`src/rtl/wb_pkg.sv`:
```
// Shared definitions for the write-back unit: load funct3 encodings,
// the write-FIFO entry layout and the hard-wired zero register index.
package wb_pkg;

  localparam logic [2:0] F3_LB  = 3'b000;
  localparam logic [2:0] F3_LH  = 3'b001;
  localparam logic [2:0] F3_LW  = 3'b010;
  localparam logic [2:0] F3_LBU = 3'b100;
  localparam logic [2:0] F3_LHU = 3'b101;

  localparam logic [4:0] REG_ZERO = 5'd0;

  typedef struct packed {
    logic [4:0]  rd;
    logic [31:0] data;
  } wb_entry_t;

endpackage

```
`src/rtl/wb_writer_if.sv`:
```
// Bundle of all wb_writer handshake and data signals.
//   slave  : the write-back unit itself (drives readies, query hit, rd/data out)
//   master : the core side (ALU, load issue, memory return, decode query)
interface wb_writer_if;
  logic        alu_valid_in;
  logic [4:0]  alu_rd_in;
  logic [31:0] alu_data_in;
  logic        alu_ready_out;
  logic        ld_valid_in;
  logic [4:0]  ld_rd_in;
  logic [2:0]  ld_funct3_in;
  logic [1:0]  ld_addr_lo_in;
  logic        ld_ready_out;
  logic        mem_rvalid_in;
  logic [31:0] mem_rdata_in;
  logic [4:0]  query_rd_in;
  logic        query_hit_out;
  logic [4:0]  rd_out;
  logic [31:0] data_out;

  modport slave (
    input  alu_valid_in, alu_rd_in, alu_data_in,
    input  ld_valid_in, ld_rd_in, ld_funct3_in, ld_addr_lo_in,
    input  mem_rvalid_in, mem_rdata_in, query_rd_in,
    output alu_ready_out, ld_ready_out, query_hit_out, rd_out, data_out
  );

  modport master (
    output alu_valid_in, alu_rd_in, alu_data_in,
    output ld_valid_in, ld_rd_in, ld_funct3_in, ld_addr_lo_in,
    output mem_rvalid_in, mem_rdata_in, query_rd_in,
    input  alu_ready_out, ld_ready_out, query_hit_out, rd_out, data_out
  );
endinterface

```
`src/rtl/wb_writer_load_align.sv`:
```
// load_align: picks the addressed byte/halfword out of a raw aligned memory
// word and sign- or zero-extends it. Purely combinational.
//   funct3  : load type
//   addr_lo : address bits [1:0]
//   word    : raw memory word
//   data    : formatted 32-bit register value
module load_align
  import wb_pkg::*;
(
  input  logic [2:0]  funct3,
  input  logic [1:0]  addr_lo,
  input  logic [31:0] word,
  output logic [31:0] data
);

  logic [7:0]  byte_sel;
  logic [15:0] half_sel;

  always_comb begin
    byte_sel = 8'(word >> {addr_lo, 3'b000});
    half_sel = addr_lo[1] ? word[31:16] : word[15:0];
    case (funct3)
      F3_LB:   data = {{24{byte_sel[7]}}, byte_sel};
      F3_LBU:  data = {24'd0, byte_sel};
      F3_LH:   data = {{16{half_sel[15]}}, half_sel};
      F3_LHU:  data = {16'd0, half_sel};
      default: data = word;  // LW and reserved encodings
    endcase
  end

endmodule

```
`src/rtl/wb_writer.sv`:
```
// wb_writer: owns the register-file write port. Merges load completions and
// ALU results into a small write FIFO and retires one write per cycle.
// Also reports whether a register still has a write outstanding.
//   clk, rst : clock, synchronous active-high reset
//   bus      : wb_writer_if.slave (ALU/load/memory inputs, readies,
//              query hit, rd_out/data_out register-file write)
module wb_writer
  import wb_pkg::*;
#(
  parameter int DEPTH = 4
) (
  input logic       clk,
  input logic       rst,
  wb_writer_if.slave bus
);

  localparam int CW = $clog2(DEPTH + 1);

  wb_entry_t     fifo_q [DEPTH];
  wb_entry_t     fifo_d [DEPTH];
  logic [CW-1:0] count_q, count_d;

  logic        pend_v;
  logic [4:0]  pend_rd;
  logic [2:0]  pend_f3;
  logic [1:0]  pend_lo;
  logic [31:0] ld_data;

  logic [4:0]  rd_q;
  logic [31:0] data_q;
  wb_entry_t   out_d;

  logic ld_acc, ld_done, alu_acc;

  load_align u_align (
    .funct3  (pend_f3),
    .addr_lo (pend_lo),
    .word    (bus.mem_rdata_in),
    .data    (ld_data)
  );

  // Two slots are always free when ALU is ready, so a load completion
  // arriving in the same cycle can never be refused.
  assign bus.alu_ready_out = (count_q <= CW'(DEPTH - 2));
  assign bus.ld_ready_out  = !pend_v;
  assign bus.rd_out        = rd_q;
  assign bus.data_out      = data_q;

  assign ld_acc  = bus.ld_valid_in && !pend_v;
  assign ld_done = pend_v && bus.mem_rvalid_in;
  assign alu_acc = bus.alu_valid_in && bus.alu_ready_out;

  // Stage = current entries followed by this cycle's pushes (load first).
  // Element 0 goes out; the rest shift down into the FIFO. This also gives
  // the empty-FIFO bypass straight to rd_out.
  always_comb begin
    wb_entry_t     stage [DEPTH+1];
    logic [CW-1:0] n;
    for (int i = 0; i < DEPTH + 1; i++) stage[i] = '0;
    for (int i = 0; i < DEPTH; i++) stage[i] = fifo_q[i];
    n = count_q;
    if (ld_done && pend_rd != REG_ZERO) begin
      stage[n] = '{rd: pend_rd, data: ld_data};
      n = n + CW'(1);
    end
    if (alu_acc && bus.alu_rd_in != REG_ZERO) begin
      stage[n] = '{rd: bus.alu_rd_in, data: bus.alu_data_in};
      n = n + CW'(1);
    end
    for (int i = 0; i < DEPTH; i++) fifo_d[i] = stage[i+1];
    if (n != '0) begin
      out_d   = stage[0];
      count_d = n - CW'(1);
    end else begin
      out_d   = '0;
      count_d = '0;
    end
  end

  always_ff @(posedge clk) begin
    if (rst) begin
      count_q <= '0;
      pend_v  <= 1'b0;
      pend_rd <= '0;
      pend_f3 <= '0;
      pend_lo <= '0;
      rd_q    <= '0;
      data_q  <= '0;
    end else begin
      fifo_q  <= fifo_d;
      count_q <= count_d;
      rd_q    <= out_d.rd;
      data_q  <= out_d.data;
      if (ld_acc) begin
        pend_v  <= 1'b1;
        pend_rd <= bus.ld_rd_in;
        pend_f3 <= bus.ld_funct3_in;
        pend_lo <= bus.ld_addr_lo_in;
      end else if (ld_done) begin
        pend_v  <= 1'b0;
      end
    end
  end

  // rd_q is included because the register file only sees it next cycle.
  always_comb begin
    bus.query_hit_out = 1'b0;
    if (bus.query_rd_in != REG_ZERO) begin
      if (pend_v && pend_rd == bus.query_rd_in) bus.query_hit_out = 1'b1;
      if (rd_q == bus.query_rd_in) bus.query_hit_out = 1'b1;
      for (int i = 0; i < DEPTH; i++) begin
        if (CW'(i) < count_q && fifo_q[i].rd == bus.query_rd_in)
          bus.query_hit_out = 1'b1;
      end
    end
  end

endmodule

```
`src/flat_wrapper.sv`:
```
// flat-port wrapper written by rule: the top's interface ports become plain ports
module wb_writer_flat import wb_pkg::*;
#(
  parameter int DEPTH = 4
)
  (clk, rst, bus_alu_valid_in, bus_alu_rd_in, bus_alu_data_in, bus_ld_valid_in, bus_ld_rd_in, bus_ld_funct3_in, bus_ld_addr_lo_in, bus_mem_rvalid_in, bus_mem_rdata_in, bus_query_rd_in, bus_alu_ready_out, bus_ld_ready_out, bus_query_hit_out, bus_rd_out, bus_data_out);
  wb_writer_if bus_i ();
  input logic clk;
  input logic rst;
  input wire logic [$bits(bus_i.alu_valid_in)-1:0] bus_alu_valid_in;
  input wire logic [$bits(bus_i.alu_rd_in)-1:0] bus_alu_rd_in;
  input wire logic [$bits(bus_i.alu_data_in)-1:0] bus_alu_data_in;
  input wire logic [$bits(bus_i.ld_valid_in)-1:0] bus_ld_valid_in;
  input wire logic [$bits(bus_i.ld_rd_in)-1:0] bus_ld_rd_in;
  input wire logic [$bits(bus_i.ld_funct3_in)-1:0] bus_ld_funct3_in;
  input wire logic [$bits(bus_i.ld_addr_lo_in)-1:0] bus_ld_addr_lo_in;
  input wire logic [$bits(bus_i.mem_rvalid_in)-1:0] bus_mem_rvalid_in;
  input wire logic [$bits(bus_i.mem_rdata_in)-1:0] bus_mem_rdata_in;
  input wire logic [$bits(bus_i.query_rd_in)-1:0] bus_query_rd_in;
  output wire logic [$bits(bus_i.alu_ready_out)-1:0] bus_alu_ready_out;
  output wire logic [$bits(bus_i.ld_ready_out)-1:0] bus_ld_ready_out;
  output wire logic [$bits(bus_i.query_hit_out)-1:0] bus_query_hit_out;
  output wire logic [$bits(bus_i.rd_out)-1:0] bus_rd_out;
  output wire logic [$bits(bus_i.data_out)-1:0] bus_data_out;
  assign bus_i.alu_valid_in = bus_alu_valid_in;
  assign bus_i.alu_rd_in = bus_alu_rd_in;
  assign bus_i.alu_data_in = bus_alu_data_in;
  assign bus_i.ld_valid_in = bus_ld_valid_in;
  assign bus_i.ld_rd_in = bus_ld_rd_in;
  assign bus_i.ld_funct3_in = bus_ld_funct3_in;
  assign bus_i.ld_addr_lo_in = bus_ld_addr_lo_in;
  assign bus_i.mem_rvalid_in = bus_mem_rvalid_in;
  assign bus_i.mem_rdata_in = bus_mem_rdata_in;
  assign bus_i.query_rd_in = bus_query_rd_in;
  assign bus_alu_ready_out = bus_i.alu_ready_out;
  assign bus_ld_ready_out = bus_i.ld_ready_out;
  assign bus_query_hit_out = bus_i.query_hit_out;
  assign bus_rd_out = bus_i.rd_out;
  assign bus_data_out = bus_i.data_out;
  wb_writer #(.DEPTH(DEPTH)) u_core (.clk(clk), .rst(rst), .bus(bus_i));
endmodule
```
`config.mk`:
```
export PLATFORM = sky130hd
export DESIGN_NAME = wb_writer_flat
export DESIGN_NICKNAME = d
export VERILOG_FILES = /design/src/rtl/wb_pkg.sv /design/src/rtl/wb_writer_if.sv /design/src/rtl/wb_writer_load_align.sv /design/src/rtl/wb_writer.sv /design/src/flat_wrapper.sv
export SDC_FILE = /design/constraint.sdc
export NUM_CORES = 1
export LEC_CHECK = 0
export BUFFER_PORTS_ARGS = -buffer_cell sky130_fd_sc_hd__buf_2
export CELL_PAD_IN_SITES_DETAIL_PLACEMENT = 1
export CELL_PAD_IN_SITES_GLOBAL_PLACEMENT = 1
export CORE_ASPECT_RATIO = 0.9
export CORE_MARGIN = 4
export CORE_UTILIZATION = 30
export DETAILED_ROUTE_END_ITERATION = 7
export PLACE_DENSITY = 0.55
export SLEW_MARGIN = 10
export SYNTH_ARGS = -nofsm -noshare
export SYNTH_HDL_FRONTEND = slang
export SYNTH_SLANG_ARGS = --single-unit
```
`constraint.sdc`:
```
create_clock -name clk -period 6.4 [get_ports clk]
set_input_delay 0.32 -clock clk [delete_from_list [all_inputs] [get_ports clk]]
set_output_delay 0.32 -clock clk [all_outputs]
set_load 0.1 [all_outputs]
```
==> results of run 1 <==
## state kept, by name (all words and copies together) (netlist names)
name,cells
u_core.bus.rd_out,5
u_core.pend_lo,2
u_core.bus.data_out,32
u_core.fifo_q,148
u_core.pend_rd,5
u_core.pend_v,1
u_core.pend_f3,3
u_core.count_q,3
## layer usage
metal | global-route usage, % | wire length [microns]
met1 | 26.0 | 18900
met2 | 27.9 | 17400
met3 | 2.79 | 1200
met4 | 3.91 | 543
met5 | 0 | 0
## path summary, 6_finish.rpt
path	from	end	slack (ps)	cells past startpoint
hold reg to reg	u_core.pend_f3[2]	u_core.pend_f3[2]	490	2
setup reg to reg	u_core.count_q[1]	u_core.bus.data_out[18]	2270	11
hold / removal	bus_ld_rd_in[4]	u_core.pend_rd[4]	110	3
setup / recovery	u_core.count_q[1]	u_core.bus.data_out[18]	2270	11
## placed cells by master (no fill, tap or decap), drive strengths merged, types with 8 or more instances in the layout
cell type | synthesis | layout
nor2 | 81 | 81
inv | 10 | 11
mux2i | 43 | 43
clkbuf | 48 | 19
nand2 | 105 | 105
edfxtp | 148 | 148
mux2 | 162 | 162
o21a | 8 | 8
a211oi | 30 | 30
nand3 | 18 | 18
dfxtp | 51 | 51
buf | 41 | 145
xnor2 | 11 | 11
nor2b | 11 | 11
xor2 | 20 | 20
a22o | 37 | 37
a21oi | 15 | 15
a31oi | 51 | 51
o21ai | 24 | 24
a311o | 16 | 16
## cells in the mapped netlist (all sizes together) (6+ instances only)
master,count,area share [%]
o21ai,24,1.0
nor2b,11,0.59
a31oi,51,2.7
a311o,16,1.4
nand2,105,3.4
buf,41,2.5
clkbuf,48,1.5
a22o,37,2.8
a211oi,30,2.1
inv,10,0.32
a21oi,15,0.71
o211ai,6,0.47
dfxtp,51,8.7
xnor2,11,0.82
mux2i,43,3.7
nor2,81,2.6
a222oi,6,0.51
nand3,18,0.77
edfxtp,148,38
o21a,8,0.51
xor2,20,1.5
mux2,162,18
## through the flow
stage	instance area [sq um]	std cells	setup slack, ps
2_1_floorplan	11700	1014	2530
5_1_grt	13300	1627	1960
4_1_cts	13300	1627	2250
3_5_place_dp	12700	1595	2290
6_report	13300	1627	2270
3_3_place_gp	12700	1595	2420
## cell type report
cell class | instances | area [sq um]
clock buffer | 19 | 443
clock inverter | 13 | 106
fill | 4252 | 25100
inverter | 11 | 46.3
multi-input combinational | 715 | 5770
sequential | 199 | 5470
tap | 525 | 657
timing repair buffer | 145 | 768
## cell families after synthesis
| logic type | Yosys count | synth area share [%] |
|---|---|---|
| adders and majority gates | 4 | 0.429 |
| xor gates and xnor gates | 31 | 2.32 |
| buffers and inverters | 100 | 4.41 |
| AOI/OAI and AO/OA | 217 | 14.5 |
| DFF | 199 | 46.8 |
| muxes | 206 | 21.4 |
| and+or+nand+nor | 257 | 10.1 |
## worst register-to-register path, delay by kind of cell (launching register included)
family                   cells  cell delay (ps)
AND/OR/NAND/NOR              5             1900
adder cells (fa/ha/maj)      3              610
flip-flops                   1              740
multiplexers                 1               70
AO/OA/AOI/OAI                2              670
## power breakdown
part,internal (mW),switching (mW),total (mW),leakage [nW]
registers,1.64,0.125,1.77,1.91
clock network,0.544,0.517,1.06,0.261
logic,0.606,1.41,2.01,2.95
==> out/metrics.cfg, run 1 <==
[placed_design]
dpl.hpwl_microns = 24300
numPortBuffers = 128
place_congestion = 0.788

[job]
drv_cap = 0

[global_route]
grt_antenna_before_repair = 1
grt_usage_pct = 17.8
grt_overflow = 0
grt_start_max_net_pins = 100
grt_pass1_vias = 9041
grt_pass1_wl_microns = 57700

[sta]
setup_viol = 0
fin_crit_sh_pct = 64.5
max_freq_mhz = 242
fin_tns_setup_ps = 0
slew_headroom_pct = 32.9
tightest_slew_ps = 1010
period_minus_slack_ps = 4130
finalMaxSlewViolations = 0
finalHoldViolations = 0
skew_ps = 9.11
holdWs_ps = 108
grt_setup_unrepaired = false

[worst_setup_path]
critical_path.top_delay_family = simple AND/OR/NAND/NOR gates
crit_buf_inv = 0
slowest_stage = dfxtp_1
path_cells = ha_1 > and3b_1 > a211oi_1 > nand2_1 > or4_1 > nand3_1 > ha_1 > ha_1 > or2_2 > a311o_1 > mux2i_1
crit_path_start_kind = flip-flop
slowest_delay_ps = 740
crit_top_cell = ha_1
arrival_ps = 4450
path_class = flip-flop to flip-flop
cp_max_fo = 31
worst_ep_required_time_ps = 6720
endpoint_kind = flip-flop

[synth]
synthFlopType = edfxtp_1
ys_warn_count = 0
synth_edf_count = 148
syn_inst = 1014
yosysUniqueCellTypes = 75
async_flop_share_pct = 0
synth_nets = 1107
syn_area_sq_mm = 0.0117
synth_area_per_cell_sq_um = 11.5
ys_ff_latch = 199
synth-seq-area-share_pct = 46.8

[layout]
num-nets-final = 1182
drive_gt1_share_pct = 31.3
antenna_cells = 0
finalCoreUtilization_pct = 34.5
syn2layout_area_growth_pct = 13.5

[floorplan]
die_w_microns = 216
core_area_sq_mm = 0.0384
initial_core_util_pct = 30.4
rows = 68
dieArea_sq_mm = 0.0422
ios = 129
die_h_microns = 195

[clock_network]
clkLatencyLatePin_ps = 450
cts.sinks = 199
clk_pin_slew_ps = 70
cts-root-buf = clkbuf_16
cts_buffers = 17
cts_buffer_depth = 2
cts_hold_buf = 0
postCtsSetupBuffers = 0
ctsResizeCount = 0
cts_tree = done
htreeDepth = 4

[drt]
wl_per_cell_microns = 23.3
vias_per_cell = 5.31
ant_nets = 0
vias = 8643
drtPass1Iterations = 5
drt-initial-drc-count = 478
remaining_drc_errors = 0
routed_wl_microns = 38000

[power_and_ir_drop]
pwr_density_cell_mw_per_mm2 = 365
total_power_mw = 4.84
max-vdd-ir-drop_mv = 0.161
leakagePower_nw = 5.12

[hold_path]
min_path_type = input port to flip-flop

[status]
outcome = completed

No activity file was read; power rests on OpenSTA's default activity.
==> run 2, diff against run 1 <==
--- a/config.mk
+++ b/config.mk
@@ -5,6 +5,7 @@
 export SDC_FILE = /design/constraint.sdc
 export NUM_CORES = 1
 export LEC_CHECK = 0
+export ABC_AREA = 1
 export BUFFER_PORTS_ARGS = -buffer_cell sky130_fd_sc_hd__buf_2
 export CELL_PAD_IN_SITES_DETAIL_PLACEMENT = 1
 export CELL_PAD_IN_SITES_GLOBAL_PLACEMENT = 1
@@ -12,7 +13,7 @@
 export CORE_MARGIN = 4
 export CORE_UTILIZATION = 30
 export DETAILED_ROUTE_END_ITERATION = 7
-export PLACE_DENSITY = 0.55
+export PLACE_DENSITY = 0.62
 export SLEW_MARGIN = 10
 export SYNTH_ARGS = -nofsm -noshare
 export SYNTH_HDL_FRONTEND = slang
==> constraint.sdc (replaced) <==
create_clock -name clk -period 3.5 [get_ports clk]
set_input_delay 0.175 -clock clk [delete_from_list [all_inputs] [get_ports clk]]
set_output_delay 0.175 -clock clk [all_outputs]
set_load 0.1 [all_outputs]
==> run 2 against run 1 <==
Effect of this change:
- critical endpoint is now u_core.bus.data_out[5]
- final cell count rose by 34%
- sequential power rose by 82%
- area after synthesis fell by 1.9%
- largest power group unchanged
- die area fell by 1.9%
- total power rose by 89%
- core utilization rose by 1.2 points
==> out/metrics.cfg, run 2 <==
[status]
outcome = completed  ; unchanged

[global_route]
grt_start_max_net_pins = 86  ; was 100
grt_pass1_wl_microns = 66800  ; was 57,700 microns
grt_overflow = 0  ; unchanged
grt_antenna_before_repair = 0  ; was 1
grt_pass1_vias = 11100  ; was 9,041
grt_usage_pct = 20.6  ; was 17.8%

[worst_setup_path]
crit_path_start_kind = flip-flop  ; unchanged
slowest_stage = dfxtp_1  ; unchanged
slowest_delay_ps = 450  ; was 740 ps
ff2ff_path_depth = 14  ; was 11
cp_max_fo = 27  ; was 31
reg2reg_to = u_core.bus.data_out[5]  ; was u_core.bus.data_out[18]
timing.reg2reg.setup_slack_ps = 460  ; was 2270 ps
crit_buf_inv = 4  ; was 0
endpoint_kind = flip-flop  ; unchanged
path_class = flip-flop to flip-flop  ; unchanged
path_cells = inv_1 > ha_1 > inv_1 > a31oi_4 > nand3_1 > nor2_4 > nand3_4 > nand2_1 > inv_1 > ha_1 > nor2_4 > buf_4 > o21ai_0 > nor2_1  ; was ha_1 > and3b_1 > a211oi_1 > nand2_1 > or4_1 > nand3_1 > ha_1 > ha_1 > or2_2 > a311o_1 > mux2i_1
reg2reg_from = u_core.count_q[0]  ; was u_core.count_q[1]
crit_top_cell = inv_1  ; was ha_1
arrival_ps = 3440  ; was 4450 ps
critical_path.top_delay_family = simple AND/OR/NAND/NOR gates  ; unchanged
worst_ep_required_time_ps = 3900  ; was 6720 ps

[floorplan]
rows = 67  ; was 68
dieArea_sq_mm = 0.0414  ; was 0.0422 sq mm
initial_core_util_pct = 30.6  ; was 30.4%
die_w_microns = 214  ; was 216 microns
die_h_microns = 193  ; was 195 microns
core_area_sq_mm = 0.0375  ; was 0.0384 sq mm
ios = 129  ; unchanged

[power_and_ir_drop]
leakagePower_nw = 6.29  ; was 5.12 nW
pwr_density_cell_mw_per_mm2 = 684  ; was 365 mW/mm^2
max-vdd-ir-drop_mv = 0.342  ; was 0.161 mV

[synth]
synthFlopType = edfxtp_1  ; unchanged
yosysUniqueCellTypes = 37  ; was 75
yosys.area.top_type_share_pct = 38.8  ; was 38.1%
synth_top_cell_by_area = edfxtp_1  ; unchanged
syn_inst = 1580  ; was 1,014
synth_edf_count = 148  ; unchanged
async_flop_share_pct = 0  ; unchanged
synth_area_leaders = edfxtp_1, nand2_1, dfxtp_1  ; was edfxtp_1, dfxtp_1, mux2_2
ys_warn_count = 0  ; unchanged
synth_most_common_cell = nand2_1  ; was edfxtp_1
synth_common_cells = nand2_1, nor2_1, edfxtp_1  ; was edfxtp_1, nand2_1, mux2_2
synth_area_per_cell_sq_um = 7.25  ; was 11.5 sq um
syn_area_sq_mm = 0.0115  ; was 0.0117 sq mm
synth_nets = 1673  ; was 1,107
synth-seq-area-share_pct = 47.7  ; was 46.8%
ys_ff_latch = 199  ; unchanged

[placed_design]
place_congestion = 0.832  ; was 0.788
dpl.hpwl_microns = 29500  ; was 24,300 microns
placed_cells = 2144  ; was 1,595
numPortBuffers = 128  ; unchanged

[layout]
finalCoreUtilization_pct = 35.7  ; was 34.5%
syn2layout_area_growth_pct = 16.8  ; was 13.5%
num-nets-final = 1785  ; was 1,182
largest_reg_flops = 148  ; unchanged
final_common_cell = nand2_1  ; was edfxtp_1
top_register = u_core.fifo_q  ; unchanged
instances_no_fill = 2188  ; was 1,627
antenna_cells = 0  ; unchanged
drive_gt1_share_pct = 14.7  ; was 31.3%
mostFrequentLayoutCells = nand2_1, nor2_1, edfxtp_1  ; was edfxtp_1, buf_2, nand2_1

[clock_network]
cts_buffers = 17  ; unchanged
cts_hold_buf = 12  ; was 0
cts.sinks = 199  ; unchanged
cts_tree = done  ; unchanged
htreeDepth = 4  ; unchanged
clkLatencyLatePin_ps = 460  ; was 450 ps
postCtsSetupBuffers = 0  ; unchanged
cts_buffer_depth = 2  ; unchanged
cts-root-buf = clkbuf_16  ; unchanged
ctsResizeCount = 0  ; unchanged
clk_pin_slew_ps = 80  ; was 70 ps

[drt]
ant_nets = 0  ; unchanged
wl_per_cell_microns = 19.6  ; was 23.3 microns
drtPass1Iterations = 5  ; unchanged
routed_wl_microns = 42900  ; was 38,000 microns
vias = 10800  ; was 8,643
drt-initial-drc-count = 714  ; was 478
remaining_drc_errors = 0  ; unchanged
vias_per_cell = 4.92  ; was 5.31

[hold_path]
hold_path_end = u_core.bus.data_out[1]  ; was u_core.pend_rd[4]
min_from = bus_alu_data_in[1]  ; was bus_ld_rd_in[4]
holdPathStages = 3  ; unchanged
min_path_type = input port to flip-flop  ; unchanged

[sta]
skew_ps = 13.5  ; was 9.11 ps
holdWs_ps = 17.8  ; was 108 ps
tightest_slew_ps = 862  ; was 1010 ps
finalHoldViolations = 0  ; unchanged
grt_setup_unrepaired = false  ; unchanged
period_minus_slack_ps = 3040  ; was 4130 ps
finalMaxSlewViolations = 0  ; unchanged
fin_tns_setup_ps = 0  ; unchanged
slew_headroom_pct = 42.6  ; was 32.9%
max_freq_mhz = 329  ; was 242 MHz
fin_crit_sh_pct = 86.7  ; was 64.5%
setup_viol = 0  ; unchanged

[job]
drv_cap = 0  ; unchanged

## run 2: changes by cell type after synthesis, moves of 19 or more
| cell | previous run | this run |
|---|---|---|
| nand2_1 | 105 | 638 |
| nor2_1 | 81 | 233 |
| inv_1 | 10 | 108 |
| mux2_2 | 83 | 0 |
| o21ai_0 | 23 | 106 |
| mux2_4 | 60 | 0 |
| a31oi_1 | 51 | 0 |
| mux2i_1 | 43 | 0 |
| a22o_1 | 37 | 0 |
| a211oi_1 | 28 | 0 |
| nand3_1 | 18 | 43 |
| mux2_1 | 19 | 0 |
## run 2: through the flow
stage	power [mW]	setup WS, ps	instance area [sq um]
after detailed placement	7.03	476	12600
final	9.15	464	13400
after floorplan	6.04	168	11500
after CTS	9.24	452	13400
after global routing	9.67	230	13400
after global placement	6.96	604	12600
## run 2: area by class of cell
| class | instances | area [sq um] |
|---|---|---|
| fillers | 4674 | 24100 |
| flip-flops and latches | 199 | 5470 |
| multi-input cells | 1182 | 5170 |
| repair buffers | 176 | 1080 |
| well taps | 483 | 604 |
| inverters | 116 | 442 |
| clock buffers | 17 | 425 |
| clock inverters | 15 | 190 |
## run 2: power breakdown
group / internal, mW / switching [mW] / leakage (nW) / total [mW]
logic: 0.851 / 2.90 / 4.09 / 3.75
clock network: 1.14 / 1.03 / 0.287 / 2.17
registers: 3.04 / 0.182 / 1.91 / 3.22
total: 5.04 / 4.11 / 6.29 / 9.15
## run 2: worst max-delay path by stage
| stage | endpoint | slack (ps) | depth (start not counted) | startpoint |
|---|---|---|---|---|
| floorplan | u_core.bus.data_out[11] | 170 | 17 | u_core.count_q[0] |
| global placement | u_core.bus.data_out[5] | 600 | 14 | u_core.count_q[0] |
| detailed placement | u_core.bus.data_out[5] | 480 | 14 | u_core.count_q[0] |
| CTS | u_core.bus.data_out[5] | 450 | 14 | u_core.count_q[0] |
| global route | u_core.bus.data_out[5] | 230 | 14 | u_core.count_q[0] |
| finish | u_core.bus.data_out[5] | 460 | 14 | u_core.count_q[0] |
## run 2: cell families after synthesis
kind of cell / count (synthesis) / share of synthesized area (%)
adders and majority gates: 4 / 0.437
and+or+nand+nor: 965 / 33.7
AOI/OAI and AO/OA: 197 / 9.57
xor gates and xnor gates: 16 / 1.22
buffers and inverters: 199 / 7.39
DFF: 199 / 47.7
## run 2: layer usage
layer / GRT usage (%) / part of all wire [%]
met4: 4.39 / 1.3
met2: 33.5 / 46
met5: 0 / 0
met1: 29.3 / 49
met3: 3.23 / 4.1
## run 2: worst reg2reg max path, cell delays in order, from the launching register on
cell     delay, ps
dfxtp_1        450
inv_1          170
ha_1           180
inv_1           70
a31oi_4        160
nand3_1        160
nor2_4         250
nand3_4        320
nand2_1        170
inv_1           60
ha_1           220
nor2_4         110
buf_4          350
o21ai_0        180
nor2_1         120
==> run 3, diff against run 2 <==
--- a/config.mk
+++ b/config.mk
@@ -6,14 +6,15 @@
 export NUM_CORES = 1
 export LEC_CHECK = 0
 export ABC_AREA = 1
+export ABC_CLOCK_PERIOD_IN_PS = 3500
 export BUFFER_PORTS_ARGS = -buffer_cell sky130_fd_sc_hd__buf_2
 export CELL_PAD_IN_SITES_DETAIL_PLACEMENT = 1
 export CELL_PAD_IN_SITES_GLOBAL_PLACEMENT = 1
 export CORE_ASPECT_RATIO = 0.9
 export CORE_MARGIN = 4
-export CORE_UTILIZATION = 30
+export CORE_UTILIZATION = 39
 export DETAILED_ROUTE_END_ITERATION = 7
-export PLACE_DENSITY = 0.62
+export PLACE_DENSITY = 0.77
 export SLEW_MARGIN = 10
 export SYNTH_ARGS = -nofsm -noshare
 export SYNTH_HDL_FRONTEND = slang
==> run 3 against run 2 <==
Effect of this change:
- cell area down 2.0%
- critical path depth shrank 1
- sequential power is essentially flat
- global-route usage rose by 4.3 points
- critical path type unchanged
- wire length shrank 6.4%
- clock power decreased by 9%
- setup slack improved by 93 ps
- sequential cell count did not move
- core utilization is 9.6 points higher
- non-clock buffer count fell by 10
- worst hold slack barely moved
- sequential share of layout area up 0.82 points
==> out/metrics.cfg, run 3 (same netlist as run 2, synthesis figures left out) <==
[sta]
setup_viol = 0  ; unchanged
fin_ws_ps = 557  ; was 464 ps
tightest_slew_ps = 970  ; was 862 ps
finalHoldViolations = 0  ; unchanged
grt_setup_unrepaired = false  ; unchanged
skew_ps = 19.1  ; was 13.5 ps
finalMaxSlewViolations = 0  ; unchanged
fin_crit_sh_pct = 84.1  ; was 86.7%
period_minus_slack_ps = 2940  ; was 3040 ps
fin_tns_setup_ps = 0  ; unchanged
max_freq_mhz = 340  ; was 329 MHz
slew_headroom_pct = 35.3  ; was 42.6%

[global_route]
grt_antenna_before_repair = 0  ; unchanged
grt_overflow = 0  ; unchanged
grt_pass1_wl_microns = 62900  ; was 66,800 microns
grt_usage_pct = 24.9  ; was 20.6%
grt_start_max_net_pins = 69  ; was 86
grt_pass1_vias = 11300  ; was 11,100

[drt]
drt-initial-drc-count = 830  ; was 714
wl_per_cell_microns = 19.2  ; was 19.6 microns
routed_wl_microns = 40100  ; was 42,900 microns
vias_per_cell = 5.27  ; was 4.92
remaining_drc_errors = 0  ; unchanged
vias = 11000  ; was 10,800
ant_nets = 0  ; unchanged
drtPass1Iterations = 5  ; unchanged

[clock_network]
clk_pin_slew_ps = 90  ; was 80 ps
cts.sinks = 199  ; unchanged
clkLatencyLatePin_ps = 450  ; was 460 ps
postCtsSetupBuffers = 0  ; unchanged
ctsResizeCount = 0  ; unchanged
cts-root-buf = clkbuf_16  ; unchanged
cts_hold_buf = 10  ; was 12
htreeDepth = 4  ; unchanged
cts_tree = done  ; unchanged
cts_buffer_depth = 2  ; unchanged
cts_buffers = 17  ; unchanged

[placed_design]
pre_cts_slack_ps = 561  ; was 476 ps
dpl_cell_area_sq_mm = 0.0125  ; was 0.0126 sq mm
dpl.hpwl_microns = 27400  ; was 29,500 microns
numPortBuffers = 128  ; unchanged
place_congestion = 0.894  ; was 0.832

[floorplan]
rows = 59  ; was 67
initial_core_util_pct = 39.6  ; was 30.6%
core_area_sq_mm = 0.0289  ; was 0.0375 sq mm
ios = 129  ; unchanged
dieArea_sq_mm = 0.0322  ; was 0.0414 sq mm
die_w_microns = 189  ; was 214 microns
die_h_microns = 171  ; was 193 microns

[layout]
mostFrequentLayoutCells = nand2_1, nor2_1, edfxtp_1  ; unchanged
syn2layout_area_growth_pct = 14.5  ; was 16.8%
stdcell_area_sq_mm = 0.0131  ; was 0.0134 sq mm
final_common_cell = nand2_1  ; unchanged
antenna_cells = 0  ; unchanged
top_register = u_core.fifo_q  ; unchanged
drive_gt1_share_pct = 14.1  ; was 14.7%
num-nets-final = 1775  ; was 1,785
largest_reg_flops = 148  ; unchanged

[worst_setup_path]
ff2ff_path_depth = 13  ; was 14
worst_ep_required_time_ps = 3870  ; was 3900 ps
timing.reg2reg.setup_slack_ps = 560  ; was 460 ps
endpoint_kind = flip-flop  ; unchanged
reg2reg_from = u_core.count_q[0]  ; unchanged
cp_max_fo = 31  ; was 27
crit_path_start_kind = flip-flop  ; unchanged
reg2reg_to = u_core.bus.data_out[8]  ; was u_core.bus.data_out[5]
path_class = flip-flop to flip-flop  ; unchanged
arrival_ps = 3320  ; was 3440 ps

[power_and_ir_drop]
leakagePower_nw = 6.22  ; was 6.29 nW
pwr_density_cell_mw_per_mm2 = 679  ; was 684 mW/mm^2
max-vdd-ir-drop_mv = 0.462  ; was 0.342 mV

[hold_path]
hold_path_end = u_core.bus.data_out[7]  ; was u_core.bus.data_out[1]
min_path_type = input port to flip-flop  ; unchanged
min_from = bus_alu_data_in[7]  ; was bus_alu_data_in[1]
holdPathStages = 3  ; unchanged

[status]
outcome = completed  ; unchanged

[job]
drv_cap = 0  ; unchanged

[run 3: cell types whose count changed in the layout (fill, tap and decap cells not counted), sizes merged]
| cell | change |
|---|---|
| clkbuf | +5 |
| dlygate4sd3 | -2 |
| bufinv | -2 |
| buf | -8 |
| inv | -4 |
| clkinvlp | -2 |
| clkinv | +3 |
[run 3: how the worst max path moves through the flow]
stage	from	endpoint	slack, ps
global placement	u_core.count_q[0]	u_core.bus.data_out[23]	720
floorplan	u_core.count_q[0]	u_core.bus.data_out[11]	170
global route	u_core.count_q[0]	u_core.bus.data_out[12]	280
finish	u_core.count_q[0]	u_core.bus.data_out[8]	560
detailed placement	u_core.count_q[0]	u_core.bus.data_out[8]	560
CTS	u_core.count_q[0]	u_core.bus.data_out[8]	520
[run 3: critical path, stage by stage, from the launching register on]
cell and delay [ps]:
dfxtp_1 590, inv_1 150, ha_1 320, nand3_1 110, nand2_2 100, inv_2 170, nand3_4 340, nand2_1 180
inv_1 50, ha_1 200, nor2_2 120, buf_4 330, nand2_1 100, nor2_1 110
[run 3: layout make-up]
type,instances,area (sq um)
Clock inverter,10,93.8
Fill cell,3740,15800
Timing Repair Buffer,166,988
Tap cell,396,495
Multi-Input combinational cell,1182,5160
Inverter,116,442
Sequential cell,199,5470
Clock buffer,22,465
[run 3: through the flow]
stage | total power, mW | instances | hold slack [ps] | utilization (%)
2_1_floorplan | 6.04 | 1580 | 310 | -
3_3_place_gp | 6.85 | 2049 | 414 | 43.0
3_5_place_dp | 6.96 | 2049 | 425 | 43.0
4_1_cts | 8.93 | 2091 | 0.141 | 45.3
5_1_grt | 9.39 | 2091 | 18.4 | 45.3
6_report | 8.91 | 2091 | 18.3 | 45.3
[run 3: metal layers]
metal / track usage (%) / vias to the layer above / share of wire [%]
li1: - / 5246 / -
met1: 33.7 / 5358 / 45
met2: 42.3 / 358 / 48
met3: 3.20 / 53 / 5.2
met4: 7.35 / 0 / 2.4
met5: 0 / - / 0
[run 3: report_power, final]
part / total [mW] / leakage [nW] / internal [mW] / switching (mW)
registers: 3.23 / 1.91 / 3.04 / 0.188
logic: 3.70 / 4.05 / 0.826 / 2.87
clock network: 1.98 / 0.266 / 1.03 / 0.946
total: 8.91 / 6.22 / 4.90 / 4.01
